[src/rtl/instr_mem_if.sv]
// Load and fetch bundle between the fetch stage and instr_mem_loadable.
// master drives load/fetch requests; slave returns the fetched word.
interface instr_mem_if #(
  parameter int WORD_WIDTH = 32
);
  logic                  load_en;
  logic [WORD_WIDTH-1:0] load_addr;
  logic [WORD_WIDTH-1:0] load_data;
  logic                  load_done;
  logic                  fetch_req;
  logic [WORD_WIDTH-1:0] fetch_addr;
  logic                  stall;
  logic                  ready;
  logic [WORD_WIDTH-1:0] instruction;
  logic                  instr_valid;
  logic                  fetch_err;

  modport master (
    output load_en, load_addr, load_data, load_done,
    output fetch_req, fetch_addr, stall,
    input  ready, instruction, instr_valid, fetch_err
  );

  modport slave (
    input  load_en, load_addr, load_data, load_done,
    input  fetch_req, fetch_addr, stall,
    output ready, instruction, instr_valid, fetch_err
  );
endinterface

[src/rtl/instr_mem_loadable.sv]
// Loadable instruction memory: LOAD phase fills the array,
// RUN phase serves registered byte-addressed fetches.
module instr_mem_loadable #(
  parameter int WORD_WIDTH = 32,
  parameter int DEPTH      = 64,
  parameter int IDX_W      = $clog2(DEPTH)
) (
  input logic        clk,
  input logic        rst,
  instr_mem_if.slave bus
);

  typedef enum logic {
    LOAD = 1'b0,
    RUN  = 1'b1
  } state_t;

  state_t state_q;
  state_t state_d;

  logic [WORD_WIDTH-1:0] mem [DEPTH];

  logic             ld_ok;
  logic             fe_ok;
  logic [IDX_W-1:0] ld_idx;
  logic [IDX_W-1:0] fe_idx;
  logic             accept;

  logic [WORD_WIDTH-1:0] instr_q;
  logic                  valid_q;
  logic                  err_q;

  assign ld_idx = bus.load_addr[IDX_W+1:2];
  assign fe_idx = bus.fetch_addr[IDX_W+1:2];

  // Aligned and no bits set above the word index: no wrap into the array.
  assign ld_ok = (bus.load_addr[1:0] == 2'b00)
              && ((bus.load_addr >> (IDX_W + 2)) == '0);
  assign fe_ok = (bus.fetch_addr[1:0] == 2'b00)
              && ((bus.fetch_addr >> (IDX_W + 2)) == '0);

  assign accept = (state_q == RUN) && bus.fetch_req && !bus.stall;

  // Next state: LOAD until load_done, then RUN until reset.
  always_comb begin
    state_d = state_q;
    unique case (1'b1)
      (state_q == LOAD): if (bus.load_done) state_d = RUN;
      default:           state_d = state_q;
    endcase
  end

  // State register.
  always_ff @(posedge clk) begin
    if (rst) state_q <= LOAD;
    else     state_q <= state_d;
  end

  // Array writes; never cleared so a program survives reset.
  always_ff @(posedge clk) begin
    if (!rst && state_q == LOAD && bus.load_en && ld_ok)
      mem[ld_idx] <= bus.load_data;
  end

  // Fetch output registers; stall freezes all three.
  always_ff @(posedge clk) begin
    if (rst) begin
      instr_q <= '0;
      valid_q <= 1'b0;
      err_q   <= 1'b0;
    end else if (accept) begin
      valid_q <= 1'b1;
      if (fe_ok) begin
        instr_q <= mem[fe_idx];
        err_q   <= 1'b0;
      end else begin
        instr_q <= '0;
        err_q   <= 1'b1;
      end
    end else if (!bus.stall) begin
      valid_q <= 1'b0;
      err_q   <= 1'b0;
    end
  end

  assign bus.ready       = (state_q == RUN);
  assign bus.instruction = instr_q;
  assign bus.instr_valid = valid_q;
  assign bus.fetch_err   = err_q;

endmodule

[src/flat_wrapper.sv]
// flat-port wrapper written by rule: the top's interface ports become plain ports
module instr_mem_loadable_flat 
#(
  parameter int WORD_WIDTH = 32,
  parameter int DEPTH      = 64,
  parameter int IDX_W      = $clog2(DEPTH)
)
  (clk, rst, bus_load_en, bus_load_addr, bus_load_data, bus_load_done, bus_fetch_req, bus_fetch_addr, bus_stall, bus_ready, bus_instruction, bus_instr_valid, bus_fetch_err);
  instr_mem_if #(.WORD_WIDTH(WORD_WIDTH)) bus_i ();
  input logic clk;
  input logic rst;
  input wire logic [$bits(bus_i.load_en)-1:0] bus_load_en;
  input wire logic [$bits(bus_i.load_addr)-1:0] bus_load_addr;
  input wire logic [$bits(bus_i.load_data)-1:0] bus_load_data;
  input wire logic [$bits(bus_i.load_done)-1:0] bus_load_done;
  input wire logic [$bits(bus_i.fetch_req)-1:0] bus_fetch_req;
  input wire logic [$bits(bus_i.fetch_addr)-1:0] bus_fetch_addr;
  input wire logic [$bits(bus_i.stall)-1:0] bus_stall;
  output wire logic [$bits(bus_i.ready)-1:0] bus_ready;
  output wire logic [$bits(bus_i.instruction)-1:0] bus_instruction;
  output wire logic [$bits(bus_i.instr_valid)-1:0] bus_instr_valid;
  output wire logic [$bits(bus_i.fetch_err)-1:0] bus_fetch_err;
  assign bus_i.load_en = bus_load_en;
  assign bus_i.load_addr = bus_load_addr;
  assign bus_i.load_data = bus_load_data;
  assign bus_i.load_done = bus_load_done;
  assign bus_i.fetch_req = bus_fetch_req;
  assign bus_i.fetch_addr = bus_fetch_addr;
  assign bus_i.stall = bus_stall;
  assign bus_ready = bus_i.ready;
  assign bus_instruction = bus_i.instruction;
  assign bus_instr_valid = bus_i.instr_valid;
  assign bus_fetch_err = bus_i.fetch_err;
  instr_mem_loadable #(.WORD_WIDTH(WORD_WIDTH), .DEPTH(DEPTH), .IDX_W(IDX_W)) u_core (.clk(clk), .rst(rst), .bus(bus_i));
endmodule
[config.mk]
export PLATFORM = sky130hd
export DESIGN_NAME = instr_mem_loadable_flat
export DESIGN_NICKNAME = d
export VERILOG_FILES = /design/src/rtl/instr_mem_if.sv /design/src/rtl/instr_mem_loadable.sv /design/src/flat_wrapper.sv
export SDC_FILE = /design/constraint.sdc
export NUM_CORES = 2
export LEC_CHECK = 0
export BUFFER_PORTS_ARGS = -buffer_cell sky130_fd_sc_hd__buf_2
export CORE_MARGIN = 1.5
export CORE_UTILIZATION = 57
export DETAILED_ROUTE_END_ITERATION = 7
export PLACE_DENSITY = 0.73
export SYNTH_ARGS = -nofsm -noshare
export SYNTH_HDL_FRONTEND = slang
export SYNTH_SLANG_ARGS = --single-unit
export TNS_END_PERCENT = 1
[constraint.sdc]
create_clock -name clk -period 7.68 [get_ports clk]
set_input_delay 1.536 -clock clk [delete_from_list [all_inputs] [get_ports clk]]
set_output_delay 1.536 -clock clk [all_outputs]
set_load 0.03 [all_outputs]
# Yosys cells after proc, flatten, opt, wreduce, memory -nomap -nowiden
# Memories as Yosys holds them, arrays and structs flattened.
# Cells that the tools add are included.
# W data, S select, Z words.
classes:
  eq_ne: 1
  mux: 9
  n_bitwise: 1
  reduce_logical: 13
ops:
  columns: ["operator", "n"]
  rows:
  - ["$logic_not A32 Y1", 2]
  - ["$mux W32", 1]
  - ["$mux W1", 8]
  - ["$logic_and A1 B1 Y1", 7]
  - ["$logic_not A2 Y1", 2]
  - ["$logic_not A1 Y1", 2]
  - ["$ne A2 B1 Y1 const B", 1]
  - ["$not A1 Y1", 1]
word_totals:
  register_bits: 35
  mem_bits_rw: 2048
  in_bits: 102
  out_inout_bits: 35
  mem_count: 1
memory_table:
  columns: ["memory", "words", "width", "rd", "rd_clocked_by_memory_dff", "wr", "line", "source"]
  rows:
  - ["u_core.mem", 64, 32, 1, 0, 1, "instr_mem_loadable.sv:21", "logic [WORD_WIDTH-1:0] mem [DEPTH];"]

# Depth between registers and ports, before layout
logic_depth:
  ltp_word: 6
  depth_mapped: 11

# Worst setup path before layout
# Ideal clock, no wire load.
synth_path:
  kind: "in2reg"
  start: "in rst"
  end: "mem u_core.mem[31][0] (enable)"
  arrival_time_ps: 3931
  required_time_ps: 7259
  slack_ps: 3328
  stages: 5
  path_cell_list: "nor4b_1 -> nand4_1 -> nor3_1 -> nand3_1 -> nor2_1"
synth_via:
  elab_chain_cells: 6
synth_lines:
  columns: ["element", "line", "source"]
  rows:
  - ["start: declaration", "flat_wrapper.sv:11", "input logic rst;"]
  - ["$logic_not A1 Y1", "instr_mem_loadable.sv:61", "if (!rst && state_q == LOAD && bus.load_en && ld_ok)"]
  - ["$logic_and A1 B1 Y1 (3 in a row)", "instr_mem_loadable.sv:61", null]
  - ["$mux W1", "instr_mem_loadable.sv:61", null]
  - ["$mux W1 (implied by the code)", "instr_mem_loadable.sv:62", "mem[ld_idx] <= bus.load_data;"]
  - ["end: declaration", "instr_mem_loadable.sv:21", null]
# No other way between the ends.

# Worst setup path after layout
layout_path:
  start: "in rst"
  end: "mem u_core.mem[32][5] (enable)"
# The elaborated chain is that of the path after synthesis.

==> impl_results.md <==
* # rows at 137
* Final Skew at 0.0388 ns
* Required time worst endpoint at 8.11 ns
* Pre-CTS setup slack at 2.30 ns
* Crit Path Max Fanout at 32
* Final WS setup at 3.14 ns
* Rel. slew slack at 0.119
* Final instance area at 89100 sq um
* ANT nets after route at 0
* Largest net degree at the start of global routing at 136
* Worst VDD drop at 0.247 mV
* Sink Count at 2083
* RSZ-0062 raised after global routing: no
* 1st-iter DRT viols at 5593
* Core ar. at 139000 sq um
* Clock transition at path regs at 0.06 ns
* Syn_nets at 3757
* Asr flop ratio synth at 0
* Placed inst area at 82800 sq um
* PnR Total Power at 23.0 mW
* I/O Pins at 137
* Nets at 3971
* Max Clk Rate at 0.220 GHz
* Initial antenna violation count at 15
* Min-Delay Path Class: reg2reg
* Max_cap viols at 0
* Num CTS Buffers at 198
* P_leak at 28.0 nW
* Via density at 6.66
* #FFs+latches synth at 2083
* Fin crit share at 0.591
* Synth area leader: edfxtp_1
* Routing usage on met3 at 0.0706
* Setup bufs post-CTS at 0
* Post-CTS Hold Buffers at 0
* H-Tree Depth at 4
* GP Congestion at 0.894
* Mean Syn Cell Area at 21.8 sq um
* First-pass GRT wire length at 285000 um
* Synth unique cells at 55
* Setup crit start kind: input port
* Clock Tree Buf Depth at 3
* Worst Tran Pin Value at 1.32 ns
* DRT Pass-1 Iters at 6
* Initial Util at 0.573
* Drt wl/cell at 34.3 um
* Synthesis warning total at 0
* Prevailing post-synth register cell: edfxtp_1
* Post-synth EDFFs at 2048
* Commonest non-fill, non-tap cell in the layout: edfxtp_1
* Port Buffers at 136
* Run status: complete, no violations
* Met2 GRT Util at 0.438
* Grt peak-use layer: met2
* Gr usage total at 0.289
* Area of the multi-input gates at 16800 sq um
* Final Slew Violations at 0
* Most frequent cells in the layout: edfxtp_1, mux4_2, mux2i_1, clkbuf_16, buf_2
* Hold Path Cell Cnt at 2
* Worst-case reg-to-reg path depth at 6
* Synthesized instance count at 3655
* Worst-skew pair later-pin latency at 0.84 ns
* Fin. Hold Viols at 0
* Final setup viols at 0
* Layout area overhead at 11.8%
* Worst Setup End Kind: register
* Reg area at 62200 sq um
* Post-Syn Area at 79700 sq um
* Die footprint at 142000 sq um
* Drt drc at 0
* Post-DP HPWL at 116000 um
* CTS Root Cell: clkbuf_16
* Pwr per Cell Area at 259 nW/um^2
* Post-CTS sizing at 0
* Die Wd at 377 um
* Total number of vias at 39400
* Final min period at 4.54 ns
* Share of cells above drive strength 1 at 0.261
* Top cells by area, synth: edfxtp_1, mux4_2, mux2i_1
* Post-synthesis sequential area ratio at 0.780
* Filler cell count at 9049
* Setup Crit Path Kind: in2reg
* CTS tree: done
* Synth top area share at 0.772
* Die Span Y at 377 um
* Setup TNS at 0 ns
* GR Util met1 at 0.414
* Vias in the first global route at 37800
* Total grt overflow at 0
* Total Wirelength at 203000 um
* Arrival time worst endpoint at 4.97 ns
* Hold Worst Slack at 0.458 ns
[cell usage after synthesis (10+ instances only)]
master / count
nor2_1: 116
o21ai_1: 26
mux2_2: 47
nor3_1: 10
mux2i_1: 201
buf_6: 20
buf_1: 11
o31ai_1: 13
a21oi_1: 40
clkbuf_1: 54
nand3_1: 31
nand2_1: 118
nor4_1: 13
nand4_1: 25
nor2b_1: 27
mux4_2: 417
o221ai_1: 34
nand2b_1: 10
o21ai_0: 15
o22ai_1: 51
a22oi_1: 56
o221a_2: 18
buf_2: 72
buf_4: 30
mux4_1: 12
dfxtp_1: 35
edfxtp_1: 2048
a211oi_1: 35
[through the flow]
| stage | util | cells |
|---|---|---|
| 5_1_grt | 0.640 | 5911 |
| 3_3_place_gp | 0.595 | 5545 |
| 4_1_cts | 0.640 | 5911 |
| 3_5_place_dp | 0.595 | 5545 |
| 6_report | 0.640 | 5917 |
| 2_1_floorplan | - | 3655 |
[critical path, cell delays in order]
cell and delay (ns):
buf_2 0.15, nor4b_1 0.29, nand4_1 0.16, nor3_1 0.77, nand2_1 0.74, buf_4 0.43, nor2_4 0.85
[power breakdown]
part / internal, mW / switching (mW) / leakage, nW
combinational: 0.338 / 0.714 / 6.21
sequential: 12.5 / 0.000486 / 18.7
clock: 5.38 / 4.13 / 3.07
[cell type report]
| type | count | share of cell area |
|---|---|---|
| Inverter | 1 | 0.0000421 |
| Multi-Input combinational cell | 1372 | 0.189 |
| Timing Repair Buffer | 213 | 0.0160 |
| Sequential cell | 2083 | 0.698 |
| Clock inverter | 90 | 0.00904 |
| Clock buffer | 276 | 0.0616 |
| Antenna cell | 6 | 0.000169 |
| Tap cell | 1876 | 0.0263 |
[final timing paths]
kind / slack, ns / from / end
min reg2reg: 0.46 / u_core.bus.instruction[17] / u_core.bus.instruction[17]
min: 0.46 / u_core.bus.instruction[17] / u_core.bus.instruction[17]
max reg2reg: 3.69 / u_core.bus.ready / u_core.mem[32][5]
max: 3.14 / rst / u_core.mem[32][5]
[kinds of logic (layout without fill, tap and decap cells)]
logic type,count (synthesis),count (layout),synth area share
compound gates,319,319,0.0285
mux,677,677,0.154
other cells,0,6,0
buf+inv,200,580,0.0154
simple gates,376,376,0.0221
flops,2083,2083,0.780
[flip-flops by register name (all words and copies together), names as in the netlist]
register,flops
u_core.bus.instruction,32
u_core.mem,2048
u_core.bus.fetch_err,1
u_core.bus.instr_valid,1
u_core.bus.ready,1
[routing by layer]
| layer | vias up | share of wire |
|---|---|---|
| met4 | 8 | 0.038 |
| met5 | - | 0.00029 |
| met1 | 20800 | 0.38 |
| li1 | 15900 | - |
| met3 | 328 | 0.11 |
| met2 | 2388 | 0.47 |
No activity file was read; power rests on OpenSTA's default activity.
